**src/rtl/cajero_pkg.sv**
```systemverilog
// ============================================================================
// Module : cajero_pkg
// Brief  : Shared types and constants of the cashier transaction engine.
// Rev    : 1.0 - initial release
// ============================================================================
`default_nettype none

package cajero_pkg;

    localparam int ANCHO_MONTO_DEF   = 32;
    localparam int ANCHO_BALANCE_DEF = 64;

    localparam logic TIPO_DEPOSITO = 1'b0;
    localparam logic TIPO_RETIRO   = 1'b1;

    typedef enum logic [1:0] {
        IDLE   = 2'd0,
        EVAL   = 2'd1,
        ESPERA = 2'd2
    } estado_t;

endpackage : cajero_pkg

`default_nettype wire

```
**src/rtl/calc_saldo.sv**
```systemverilog
// ============================================================================
// Module : calc_saldo
// Brief  : Combinational balance update and withdrawal admission check.
//          Optional single-withdrawal cap enabled by macro LIMITE_RETIRO_EN.
// Rev    : 1.0 - initial release
// ============================================================================
`default_nettype none

module calc_saldo
    import cajero_pkg::*;
#(
    parameter int          ANCHO_MONTO   = ANCHO_MONTO_DEF,
    parameter int          ANCHO_BALANCE = ANCHO_BALANCE_DEF,
    parameter int unsigned LIMITE_RETIRO = 32'd500000
) (
    input  logic [ANCHO_BALANCE-1:0] saldo,
    input  logic [ANCHO_MONTO-1:0]   monto,
    input  logic                     tipo,
    output logic [ANCHO_BALANCE-1:0] nuevo_saldo,
    output logic                     permitido
);

`ifdef LIMITE_RETIRO_EN
    localparam logic LIMITE_ACTIVO = 1'b1;
`else
    localparam logic LIMITE_ACTIVO = 1'b0;
`endif

    logic [ANCHO_BALANCE-1:0] monto_ext;
    logic                     fondos_ok;
    logic                     limite_ok;

    assign monto_ext = ANCHO_BALANCE'(monto);
    assign fondos_ok = (monto_ext <= saldo);
    // With the cap disabled this folds to constant 1.
    assign limite_ok = !LIMITE_ACTIVO || (monto_ext <= ANCHO_BALANCE'(LIMITE_RETIRO));

    always_comb begin
        nuevo_saldo = saldo + monto_ext;
        permitido   = 1'b1;
        if (tipo == TIPO_RETIRO) begin
            nuevo_saldo = saldo - monto_ext;
            permitido   = fondos_ok && limite_ok;
        end
    end

endmodule : calc_saldo

`default_nettype wire

```
**src/rtl/transaccion_ctrl.sv**
```systemverilog
// ============================================================================
// Module : transaccion_ctrl
// Brief  : Cashier transaction FSM: capture request, evaluate, wait card out.
//          Optional withdrawal cap via macro LIMITE_RETIRO_EN (in calc_saldo).
// Rev    : 1.0 - initial release
// ============================================================================
`default_nettype none

module transaccion_ctrl
    import cajero_pkg::*;
#(
    parameter int          ANCHO_MONTO   = ANCHO_MONTO_DEF,
    parameter int          ANCHO_BALANCE = ANCHO_BALANCE_DEF,
    parameter int unsigned LIMITE_RETIRO = 32'd500000
) (
    input  logic                     clk,
    input  logic                     reset,
    input  logic                     tarjeta_recibida,
    input  logic                     tipo_trans,
    input  logic [ANCHO_MONTO-1:0]   monto,
    input  logic [ANCHO_BALANCE-1:0] balance_inicial,
    output logic [ANCHO_BALANCE-1:0] balance_actualizado,
    output logic                     balance_stb,
    output logic                     entregar_dinero,
    output logic                     fondos_insuficientes
);

    estado_t                  estado_q;
    logic                     tipo_q;
    logic [ANCHO_MONTO-1:0]   monto_q;
    logic [ANCHO_BALANCE-1:0] saldo_q;
    logic [ANCHO_BALANCE-1:0] balance_q;
    logic                     stb_q;
    logic                     entregar_q;
    logic                     fondos_q;

    logic [ANCHO_BALANCE-1:0] saldo_d;
    logic                     permitido_d;

    calc_saldo #(
        .ANCHO_MONTO   (ANCHO_MONTO),
        .ANCHO_BALANCE (ANCHO_BALANCE),
        .LIMITE_RETIRO (LIMITE_RETIRO)
    ) u_calc_saldo (
        .saldo       (saldo_q),
        .monto       (monto_q),
        .tipo        (tipo_q),
        .nuevo_saldo (saldo_d),
        .permitido   (permitido_d)
    );

    always_ff @(posedge clk or negedge reset) begin
        if (!reset) begin
            estado_q   <= IDLE;
            tipo_q     <= TIPO_DEPOSITO;
            monto_q    <= '0;
            saldo_q    <= '0;
            balance_q  <= '0;
            stb_q      <= 1'b0;
            entregar_q <= 1'b0;
            fondos_q   <= 1'b0;
        end else begin
            case (estado_q)
                IDLE: begin
                    stb_q      <= 1'b0;
                    entregar_q <= 1'b0;
                    if (tarjeta_recibida) begin
                        tipo_q   <= tipo_trans;
                        monto_q  <= monto;
                        saldo_q  <= balance_inicial;
                        estado_q <= EVAL;
                    end
                end
                EVAL: begin
                    if (permitido_d) begin
                        balance_q  <= saldo_d;
                        stb_q      <= 1'b1;
                        entregar_q <= (tipo_q == TIPO_RETIRO);
                    end else begin
                        fondos_q <= 1'b1;
                    end
                    estado_q <= ESPERA;
                end
                ESPERA: begin
                    stb_q      <= 1'b0;
                    entregar_q <= 1'b0;
                    // One transaction per session: stay until the card leaves.
                    if (!tarjeta_recibida) begin
                        fondos_q <= 1'b0;
                        estado_q <= IDLE;
                    end
                end
                default: begin
                    stb_q      <= 1'b0;
                    entregar_q <= 1'b0;
                    fondos_q   <= 1'b0;
                    estado_q   <= IDLE;
                end
            endcase
        end
    end

    assign balance_actualizado  = balance_q;
    assign balance_stb          = stb_q;
    assign entregar_dinero      = entregar_q;
    assign fondos_insuficientes = fondos_q;

endmodule : transaccion_ctrl

`default_nettype wire

```
**config.mk**
```make
export PLATFORM = sky130hd
export DESIGN_NAME = transaccion_ctrl
export DESIGN_NICKNAME = d
export VERILOG_FILES = /design/src/rtl/cajero_pkg.sv /design/src/rtl/calc_saldo.sv /design/src/rtl/transaccion_ctrl.sv
export SDC_FILE = /design/constraint.sdc
export NUM_CORES = 1
export LEC_CHECK = 0
export BUFFER_PORTS_ARGS = -buffer_cell sky130_fd_sc_hd__buf_2
export CAP_MARGIN = 20
export CORE_ASPECT_RATIO = 1.1
export CORE_MARGIN = 3
export CORE_UTILIZATION = 55
export DETAILED_ROUTE_END_ITERATION = 16
export HOLD_SLACK_MARGIN = 0.02
export PLACE_DENSITY = 0.77
export SLEW_MARGIN = 10
export SYNTH_ARGS = -nofsm -noshare
export SYNTH_HDL_FRONTEND = slang
export SYNTH_SLANG_ARGS = --single-unit
export TNS_END_PERCENT = 100
```
**constraint.sdc**
```tcl
create_clock -name clk -period 3.6 [get_ports clk]
set_input_delay 0.54 -clock clk [delete_from_list [all_inputs] [get_ports clk]]
set_output_delay 0.54 -clock clk [all_outputs]
set_load 0.05 [all_outputs]
```
==> metrics.md, run 1 <==
| Metric | Value |
|---|---|
| Status | finished, final reports clean |
| Site Rows | 54 |
| Clock Sinks | between 150 and 200 |
| Pre-antenna DRT Iters | 6 |
| Post-Synthesis Cell Area | 0.0115 mm² |
| Ant diodes | 0 |
| Gr ovfl total | 0 |
| Initial Utilization | 0.570 |
| Metal3 WL | 3040 µm |
| Class of the most critical setup path | reg2reg |
| Final min period | around 3.4 ns |
| CP Max Fanout | 5 |
| Area of the core | 0.0201 mm² |
| Wirelength per Cell | 20.6 µm |
| Syn Nets | 1515 |
| Vias in the first global route | roughly 11k |
| Highest-count cells in the layout ignoring fill and taps | 175 x nand2_1, 166 x dfrtp_1, 165 x buf_2 |
| Period utilisation layout | 0.954 |
| Hold Vio Cnt, Final | 0 |
| Finish-stage setup viols | 0 |
| CTS Buf Count | 17 |
| Async SR Flop Fraction | 1.00 |
| Hold Crit Class | in2async |
| Worst endpoint required time | slightly below 4 ns |
| DR DRC count | 0 |
| Clock Skew | 0.0130 ns |
| Global-route wire length before repair | 58800 µm |
| CTS tree | built |
| Post-DR vias/cell | about 6.2 |
| Sequential-to-total area share from yosys stat | 0.362 |
| Antenna Nets Post-Route | 0 |
| Uppermost layer routed | met4 |
| Pin count of the biggest net entering global routing | 82 |
| Die area | 0.0226 mm² |
| Post-route insts no fill | 1809 |
| Number of synthesized flops with an enable pin | 0 |
| Die Wd | ~140 µm |
| Initial antenna violation count | 0 |
| Metal2 WL | 17300 µm |
| Nets | approximately 1.7k |
| Final Wtd Congestion | approximately 1 |
| Vias | between 10k and 15k |
| Synthesized area per cell | ~8.5 µm² |
| RSZ-0062 raised after global routing | yes |
| Final WL | approximately 37000 µm |
| Clock H-tree levels | 4 |
| DRT iter0 DRCs | 1064 |
| Layout filler cell count | ~1.6k |
| Synth Instances | 1349 |
| Startpoint types | register |
| CTS clk-pin slew, worst paths | 0.07 ns |
| Synth unique cells | 78 |
| Max-slew headroom at the worst pin | 0.435 |
| # IOs | between 150 and 200 |
| FMAX | 0.291 GHz |
| Buffers on Ports | 166 |
| Most common flop cell mapped by yosys | dfrtp_1 |
| Max clock buf depth | 2 |
| Die Y | 157 µm |
| Synth Register Bits | 166 |
| Hold_buf cts | 0 |
| Clock Tree Root | clkbuf_16 |
| Placed Cells incl. Taps | 1776 |
| Worst-skew pair later-pin latency | 0.44 ns |
| M1 WL | 16000 µm |
| Max cap viols | 0 |
| Placed cell area | 0.0130 mm² |
| Worst setup EP type | register |
| Tot GR Track Use | 0.330 |
| Finished Cell Area | 0.0138 mm² |
| Final core occ | 0.683 |
| Crit path DAT | 3.76 ns |
| Synthesis-to-layout area growth | 19.9% |
| Max Slew Vio Count | 0 |
| Ys Warns | 0 |
| Tightest Pin Transition | 0.845 ns |
| Leading cell type in the layout, fill and taps excluded | nand2_1 |
| Detailed-placement wirelength estimate | 29100 µm |
| Share of layout cells above drive strength 1 | 0.246 |
## final cells by class
cell class                      instances  area [µm²]  area share
Tap cell                              252         315      0.0229
Clock buffer                           19         453      0.0329
Multi-Input combinational cell       1026        6790       0.493
Inverter                               76         285      0.0207
Clock inverter                         13         189      0.0137
Timing Repair Buffer                  257        1570       0.114
Sequential cell                       166        4150       0.302
## cell families (layout without fill, tap and decap cells)
logic type / after synthesis / in the layout / synth area share
compound gates: 394 / 394 / 0.215
mux: 74 / 74 / 0.0712
flops: 166 / 166 / 0.362
simple gates: 439 / 439 / 0.183
buf+inv: 157 / 365 / 0.0549
fa+ha+maj: 66 / 66 / 0.0733
xor+xnor: 53 / 53 / 0.0405
## worst paths after layout
path / from / to / slack, ns / cells past startpoint
max in group asynchronous: reset / saldo_q[36]$_DFFE_PN0P_ / 2.63 / 2
hold / removal: reset / balance_actualizado[12]$_DFFE_PN0P_ / 0.05 / 1
hold reg to reg: balance_actualizado[40]$_DFFE_PN0P_ / balance_actualizado[40]$_DFFE_PN0P_ / 0.48 / 2
setup reg to reg: saldo_q[0]$_DFFE_PN0P_ / balance_actualizado[58]$_DFFE_PN0P_ / 0.16 / 16
setup / recovery: saldo_q[0]$_DFFE_PN0P_ / balance_actualizado[58]$_DFFE_PN0P_ / 0.16 / 16
min in group clk: monto[23] / monto_q[23]$_DFFE_PN0P_ / 0.30 / 3
## flip-flops by register name, summed over array words and instances, names as in the netlist
| signal | count |
|---|---|
| entregar_dinero | 1 |
| saldo_q | 64 |
| balance_stb | 1 |
| balance_actualizado | 64 |
| monto_q | 32 |
| estado_q | 2 |
| fondos_insuficientes | 1 |
| tipo_q | 1 |
## synthesized netlist by cell type, types with 19 or more instances
cell type	count	area share
nand4_1	22	0.012
ha_1	64	0.070
mux2_2	61	0.060
inv_1	76	0.025
xnor2_1	49	0.037
dfrtp_1	166	0.36
nor3_1	37	0.016
o21ai_0	138	0.060
nand2_1	175	0.057
o31ai_1	22	0.014
a21oi_1	100	0.044
clkbuf_1	58	0.019
nor4_1	19	0.010
nor2_1	79	0.026
## through the flow
step                      hold WS, ns  setup WS, ns  setup TNS (ns)
after global placement          0.458        -0.146          -0.630
final                          0.0503         0.165               0
after CTS                      0.0665        0.0147               0
after global routing           0.0953      -0.00402        -0.00724
after detailed placement        0.466        -0.139          -0.589
after floorplan                 0.244         0.366               0
## timing repair
item,CTS,global route
hold endpoints to repair,0,0
setup buffers,0,1
gates resized for setup,3,17
pin swaps,0,2
setup endpoints to repair,12,26
## worst max-delay path, stage by stage (launching register included)
cell and delay [ns]:
dfrtp_1 0.35, ha_1 0.17, inv_1 0.06, fa_1 0.41
o21bai_2 0.23, a2111oi_4 0.12, buf_4 0.17, nor4b_2 0.31
o41ai_1 0.11, buf_4 0.16, a211oi_1 0.24, buf_4 0.17
o21ai_0 0.09, buf_4 0.21, o32ai_2 0.30, xnor2_1 0.15
o21ai_0 0.08
## routing by layer
metal / track usage / vias to the layer above
li1: - / 5215
met1: 0.453 / 5306
met2: 0.536 / 579
met3: 0.0659 / 72
met4: 0.0888 / 0
met5: 0 / -
Power of run 1 is not shown: default switching activity piles up to over one toggle a cycle in this logic, so the estimate is an artifact.
==> run 2: changes to the inputs <==
Settings changed: SYNTH_HIERARCHICAL from default to 1.
==> metrics.md, run 2 <==
| Metric | Value |
|---|---|
| Hold Crit Class | in2reg |
| Clock Skew | 0.0242 ns (+0.0112 ns) |
| Area of the core | 0.0210 mm² (+4.2%) |
| Global-route wire length before repair | 56800 µm (-3.4%) |
| Top-count cell post-synth | dfrtp_1 |
| Finish-stage setup viols | 0 (unchanged) |
| Layout filler cell count | 1582 (-3.7%) |
| Worst setup EP type | register |
| Finished Cell Area | 0.0148 mm² (+7.5%) |
| DRT iter0 DRCs | 956 (-10%) |
| Die Wd | 147 µm (+2.0%) |
| RR Startpoint | monto_q[1]$_DFFE_PN0P_ |
| Die Y | 161 µm (+2.0%) |
| Die area | 0.0235 mm² (+4.0%) |
| Placed cell area | 0.0137 mm² (+5.1%) |
| CP Max Fanout | 7 (+2) |
| Clock Sinks | 166 (unchanged) |
| Multi-input logic area | 0.00745 mm² (+9.7%) |
| Share of the synthesized area in the top cell type | 0.347 (-0.0146) |
| Most common flop cell mapped by yosys | dfrtp_1 |
| GRT met1 Usage | 0.386 (-0.0666) |
| Syn Nets | 1379 (-9.0%) |
| CP Launch Point | monto_q[1]$_DFFE_PN0P_ |
| Max cap viols | 0 (unchanged) |
| CTS tree | built |
| Ys Warns | 6 (+6) |
| Ant diodes | 0 (unchanged) |
| Gr busiest metal | met2 |
| Critical path endpoint | balance_actualizado[59]$_DFFE_PN0P_ |
| Status | finished, final reports clean |
| Pre-antenna DRT Iters | 6 (unchanged) |
| CTS Buf Count | 17 (unchanged) |
| Share of layout cells above drive strength 1 | 0.380 (+0.134) |
| Clock H-tree levels | 4 (unchanged) |
| FMAX | 0.282 GHz (-3.0%) |
| Vias | 10.8k (-2.9%) |
| Post-Synthesis Cell Area | 0.0120 mm² (+4.2%) |
| Max Slew Vio Count | 0 (unchanged) |
| Max-slew headroom at the worst pin | 0.460 (+0.0251) |
| Final WL | 37000 µm (-0.60%) |
| RR Endpoint | balance_actualizado[59]$_DFFE_PN0P_ |
| Nets | 1628 (-4.8%) |
| Gr ovfl total | 0 (unchanged) |
| Site Rows | 55 (+1.9%) |
| GR Util met3 | 0.0528 (-0.0132) |
| GR Layer Usage met2 | 0.494 (-0.0422) |
| Detailed-placement wirelength estimate | 27000 µm (-7.1%) |
| Synth unique cells | 79 (+1.3%) |
| Period utilisation layout | 0.984 (+0.0297) |
| Number of synthesized flops with an enable pin | 0 (unchanged) |
| Clock Tree Root | clkbuf_16 |
| Post-DR vias/cell | 6.16 (-0.24%) |
| Worst endpoint required time | 3.92 ns (about the same) |
| Sequential-to-total area share from yosys stat | 0.347 (-0.0146) |
| Hold Slack | 0.322 ns (+0.271 ns) |
| Synth top area cells | dfrtp_1 35%, mux2_4 9.9%, mux2_2 7.7% |
| Initial Utilization | 0.570 (about the same) |
| Buffers on Ports | 166 (unchanged) |
| Synth area leader | dfrtp_1 |
| Highest-count cells in the layout ignoring fill and taps | 165 x dfrtp_1, 165 x buf_2, 121 x buf_4 |
| Final Wtd Congestion | 1.01 (-0.33%) |
| Synth top cells by count | 166 x dfrtp_1, 90 x nor2_1, 82 x mux2_2 |
| Register area | 0.00416 mm² (about the same) |
| Tightest Pin Transition | 0.810 ns (-0.0358 ns) |
| Tot GR Track Use | 0.299 (-0.0309) |
| Synth Register Bits | 166 (unchanged) |
| CTS clk-pin slew, worst paths | 0.07 ns (about the same) |
| Async SR Flop Fraction | 1.00 (unchanged) |
| Synth Instances | 1213 (-10%) |
| Worst-skew pair later-pin latency | 0.45 ns (about the same) |
| Antenna Nets Post-Route | 0 (unchanged) |
| Wirelength per Cell | 21.0 µm (+2.2%) |
| Vias in the first global route | 10.7k (-2.9%) |
| Synthesized area per cell | 9.86 µm² (+16%) |
| Pin count of the biggest net entering global routing | 90 (+9.8%) |
| Worst R2R Setup Slack | 0.06 ns (-0.11 ns) |
| Startpoint types | register |
| Crit path DAT | 3.86 ns (+0.10 ns) |
| Initial antenna violation count | 0 (unchanged) |
| DR DRC count | 0 (unchanged) |
| Synthesis-to-layout area growth | 23.7% |
| Hold Vio Cnt, Final | 0 (unchanged) |
| Max clock buf depth | 2 (unchanged) |
| # IOs | 167 (unchanged) |
| Final min period | 3.54 ns (+0.107 ns) |
| Reg2reg path depth | 14 (-2) |
| Class of the most critical setup path | reg2reg |
==> run 2: changes by cell type in the layout (fill, tap and decap cells not counted), moves of 17 or more <==
| cell | delta |
|---|---|
| buf_4 | +34 |
| o21ai_0 | -108 |
| a21oi_1 | -26 |
| mux2_2 | +21 |
| mux2_4 | +79 |
| xor2_1 | +25 |
| xnor2_1 | -17 |
| nand2_1 | -129 |
==> run 2: layer usage <==
layer | wire [µm] | vias to the layer above
li1 | - | 4908
met1 | 15200 | 5203
met2 | 17500 | 593
met3 | 2570 | 139
met4 | 1720 | 0
met5 | 0 | -
==> run 2: logic make-up after synthesis <==
logic type,count (synthesis),synth area share
AO/OA/AOI/OAI,269,0.150
flip-flops,166,0.347
buffers and inverters,143,0.0566
XOR/XNOR,61,0.0447
multiplexers,168,0.182
adder cells (fa/ha/maj),66,0.0703
AND/OR/NAND/NOR,340,0.149
==> run 2: layout make-up <==
cell class,instances,area share
Sequential cell,166,0.281
Inverter,73,0.0185
Clock buffer,17,0.0288
Multi-Input combinational cell,905,0.504
Tap cell,285,0.0241
Clock inverter,15,0.0104
Timing Repair Buffer,299,0.133
==> run 2: worst min path at each step <==
stage,start,cells after the start,end
5_1_grt,monto[31],2,monto_q[31]$_DFFE_PN0P_
6_report,monto[31],2,monto_q[31]$_DFFE_PN0P_
2_1_floorplan,reset,0,balance_actualizado[0]$_DFFE_PN0P_
4_1_cts,monto[9],2,monto_q[9]$_DFFE_PN0P_
3_5_place_dp,reset,1,saldo_q[60]$_DFFE_PN0P_
3_3_place_gp,reset,1,saldo_q[60]$_DFFE_PN0P_
==> run 2: what timing repair did <==
item / 4_1_cts / 5_1_grt
setup endpoints to repair: 63 / 63
resized for setup: 14 / 50
hold endpoints to repair: 25 / 0
buffers inserted: 4 / 5
hold buffers: 1 / 0
gates cloned: 0 / 6
pin swaps: 6 / 20
==> run 2: through the flow <==
step / setup slack, ns / utilization / TNS (ns) / cells
2_1_floorplan: 0.203 / - / 0 / 1213
3_3_place_gp: -0.109 / 0.652 / -1.41 / 1712
3_5_place_dp: -0.146 / 0.652 / -2.25 / 1712
4_1_cts: 0.0255 / 0.685 / 0 / 1749
5_1_grt: -0.0545 / 0.704 / -0.0617 / 1760
6_report: 0.0578 / 0.704 / 0 / 1760
==> run 2: worst max-delay path, stage by stage (launching register included) <==
cell,delay [ns]
dfrtp_1,0.43
inv_1,0.08
ha_1,0.31
nand2b_1,0.18
a221oi_2,0.35
a2bb2oi_1,0.16
o211ai_1,0.33
o31ai_1,0.14
buf_4,0.17
o211ai_4,0.31
nand3_1,0.14
a221oi_2,0.33
buf_4,0.16
xor2_1,0.06
mux2_4,0.27
Power of run 2 is left out for the same reason.
